$ cat src/rtl/shift_unit_seq.sv
// Multicycle 32-bit shifter: one 1-bit SLL or SRA step per clock, with a one-cycle ready pulse.
// Operands are captured on an accepted start, so later input changes cannot disturb the operation.
module shift_unit_seq (
   input  logic        clock,
   input  logic        reset,
   input  logic        start,
   input  logic        op,
   input  logic [31:0] operand,
   input  logic [4:0]  shamt,
   output logic        busy,
   output logic        ready,
   output logic [31:0] result
);

   localparam logic [1:0] StIdle  = 2'd0;
   localparam logic [1:0] StShift = 2'd1;
   localparam logic [1:0] StDone  = 2'd2;

   logic [1:0]  state_q, state_d;
   logic [31:0] work_q, work_d;
   logic        op_q, op_d;
   logic [4:0]  cnt_q, cnt_d;

   always_comb begin
      state_d = state_q;
      work_d  = work_q;
      op_d    = op_q;
      cnt_d   = cnt_q;
      case (state_q)
         StIdle: begin
            if (start) begin
               work_d  = operand;
               op_d    = op;
               cnt_d   = shamt;
               state_d = (shamt == 5'd0) ? StDone : StShift;
            end
         end
         StShift: begin
            work_d = op_q ? {work_q[31], work_q[31:1]} : {work_q[30:0], 1'b0};
            // Guard keeps the counter from wrapping even if entered with zero.
            if (cnt_q != 5'd0) begin
               cnt_d = cnt_q - 5'd1;
            end
            if (cnt_q <= 5'd1) begin
               state_d = StDone;
            end
         end
         StDone: begin
            state_d = StIdle;
         end
         default: begin
            state_d = StIdle;
         end
      endcase
   end

   always_ff @(posedge clock or posedge reset) begin
      if (reset) begin
         state_q <= StIdle;
         work_q  <= 32'h0;
         op_q    <= 1'b0;
         cnt_q   <= 5'd0;
      end else begin
         state_q <= state_d;
         work_q  <= work_d;
         op_q    <= op_d;
         cnt_q   <= cnt_d;
      end
   end

   assign busy   = (state_q == StShift);
   assign ready  = (state_q == StDone);
   assign result = work_q;

endmodule

$ cat config.mk
export PLATFORM = sky130hd
export DESIGN_NAME = shift_unit_seq
export DESIGN_NICKNAME = d
export VERILOG_FILES = /design/src/rtl/shift_unit_seq.sv
export SDC_FILE = /design/constraint.sdc
export NUM_CORES = 1
export LEC_CHECK = 0
export CORE_MARGIN = 5
export CORE_UTILIZATION = 42
export CTS_CLUSTER_SIZE = 24
export DETAILED_ROUTE_END_ITERATION = 7
export DONT_BUFFER_PORTS = 1
export PLACE_DENSITY = 0.57
export SKIP_CTS_REPAIR_TIMING = 1
export SYNTH_ARGS = -nofsm -noshare
export SYNTH_HDL_FRONTEND = slang
export SYNTH_SLANG_ARGS = --single-unit
$ cat constraint.sdc
create_clock -name clock -period 1.23 [get_ports clock]
set_input_delay 0.246 -clock clock [delete_from_list [all_inputs] [get_ports clock]]
set_output_delay 0.246 -clock clock [all_outputs]
set_load 0.05 [all_outputs]
==> impl_metrics.tcl <==
set metrics [dict create \
    status "finished with violations" \
    violations "setup timing" \
    synth_edf_count 0 \
    cts_sinks 40 \
    clkTransAtPathRegs_ns 0.08 \
    ys.flop_type "dfrtp_1" \
    final_nets 332 \
    pin_count 75 \
    fin_util 0.579 \
    yosys.cell_types.count 36 \
    ys_warn_count 0 \
    clockBufferDepth 2 \
    fp.dieH_um 85.9 \
    required_ns 0.98 \
    hold_ws_ns 0.0958 \
    clock_latency_ns 0.29 \
    startpoint_type "flop" \
    end_kind "output pin" \
    vias 2103 \
    grt_pass1_vias 2184 \
    overflow 0 \
    worst_pin_slew_ns 0.323 \
    grt_start_max_net_pins 41 \
    r2r_slack_ns -0.19 \
    avgRoutedWirePerCell_um 18.5 \
    cts_root_buf "clkbuf_8" \
    drc 0 \
    drt_iter0_drc 83 \
    htreeDepth 2 \
    ir_drop_mv 1.48 \
    place_area_mm2 0.00290 \
    clock_skew_ns 0.00307 \
    setup_slack_ns -0.229 \
    fin_cells 362 \
    finalMaxSlewViolations 0 \
    drive_gt1_frac 0.348 \
    synth-async-reset-ratio 1.00 \
    hold_viol 0 \
    area_delta_synth_final_pct 32.4 \
    final_area_mm2 0.00321 \
    routed_wl_um 6700 \
    synth_fp_nets 277 \
    grt_antenna_before_repair 0 \
    power_density_mw_per_mm2 3480 \
    core.rowCount 27 \
    core_mm2 0.00554 \
    hpwl_um 4720 \
    worst_r2r_path_depth 4 \
    drv_cap 0 \
    setup_viol 40 \
    vias_per_cell 5.81 \
    die-area_mm2 0.00738 \
    place_ws_ns -0.109 \
    rsz0062_at_grt "yes" \
    diodes 0 \
    max_freq_mhz 685 \
    holdPathStages 2 \
    max-slew-margin-rel 0.783 \
    syn-instance-count 234 \
    ys_ff_latch 40 \
    gp_congestion 0.797 \
    cp.arrival_ns 1.21 \
    start_util 0.437 \
    synth_area_per_cell_um2 10.3 \
    post-route-period-util 1.19 \
    min_path_type "in2reg" \
    grt_use_total 0.181 \
    dr.pass1.iters 4 \
    cts_tree "built" \
    antenna_left 0 \
    crit_fanout 5 \
    yosysSeqAreaShare 0.413 \
    grt_pass1_wl_um 10800 \
    synthesis.area_mm2 0.00242 \
    n_fill_cell 483 \
    p_leak_nw 1.30 \
    min_period_ns 1.46 \
    crit_type "reg2out" \
    cts_buffers 5 \
    portBuffers 0 \
    die_w_um 85.9 \
    dp_cells 340 \
]
cell usage in the layout, fill, tap and decap left out, drive strengths merged, types with 2 or more instances in the layout:
cell	count
inv	2
o22a	30
clkinvlp	2
o21ai	6
nor3b	33
a22o	2
nor3	3
o2bb2ai	2
nand2	2
ha	2
nor2	4
buf	71
a31oi	2
a21oi	32
mux2i	32
clkbuf	7
dfrtp	40
metal layers:
metal | routed length, um | vias up | share of wire | GRT usage
met1 | 2820 | 1028 | 0.42 | 0.218
met3 | 510 | 9 | 0.076 | 0.0701
li1 | - | 1005 | - | -
met2 | 3260 | 61 | 0.49 | 0.295
met5 | 0 | - | 0 | 0
met4 | 105 | 0 | 0.016 | 0.0590
through the flow:
step / power [mW] / TNS [ns]
4_1_cts: 10.7 / -3.79
2_1_floorplan: 7.73 / -0.884
3_5_place_dp: 9.75 / -2.49
6_report: 11.2 / -6.61
5_1_grt: 11.9 / -9.21
3_3_place_gp: 9.57 / -1.79
critical path, cell delays in order (launching register included):
cell and delay (ns):
dfrtp_1 0.43, nand2b_4 0.18, clkinvlp_4 0.14, buf_6 0.18
cell usage after synthesis, types with 2 or more instances:
master,n,share of area
dfrtp_1,40,0.41
nor2_1,4,0.0062
buf_2,9,0.019
a21oi_1,32,0.066
ha_1,2,0.010
clkbuf_1,9,0.014
buf_4,4,0.012
inv_1,4,0.0062
mux2i_1,32,0.13
buf_6,2,0.0093
a31oi_1,2,0.0052
nand2_1,2,0.0031
nor3b_1,32,0.099
o2bb2ai_1,2,0.0072
o22a_1,30,0.11
nor3_1,2,0.0041
a22o_1,2,0.0072
o21ai_0,6,0.012
cells by family after synthesis:
kind of cell	synth area share
AOI/OAI and AO/OA	0.228
adders and majority gates	0.0103
buffers and inverters	0.0605
DFF	0.413
muxes	0.137
and+or+nand+nor	0.151
worst paths after layout:
kind                                         from                      to
max                        state_q[1]$_DFFE_PP0P_                    busy
min                                    operand[0]   result[0]$_DFFE_PP0P_
max reg2reg                state_q[0]$_DFFE_PP0P_   result[1]$_DFFE_PP0P_
min reg2reg                result[21]$_DFFE_PP0P_  result[21]$_DFFE_PP0P_
max in group asynchronous                   reset        op_q$_DFFE_PP0P_
min in group asynchronous                   reset  result[20]$_DFFE_PP0P_
final cells by class:
type                            instances  area [um2]  share of cell area
Multi-Input combinational cell        166        1370               0.427
Sequential cell                        40        1000               0.313
Timing Repair Buffer                   72         628               0.196
Tap cell                               72        90.1              0.0281
Clock buffer                            7        86.3              0.0269
Inverter                                4        18.8             0.00585
Clock inverter                          1        7.51             0.00234
flip-flops by register name (all words and copies together) (netlist names):
register / count
result: 32
cnt_q: 5
state_q: 2
op_q: 1
where the power goes:
group	internal (mW)	switching (mW)	total [mW]
clock	0.456	0.453	0.909
combinational	3.31	4.22	7.53
sequential	1.98	0.745	2.73
(Power assumes the default switching activity.)
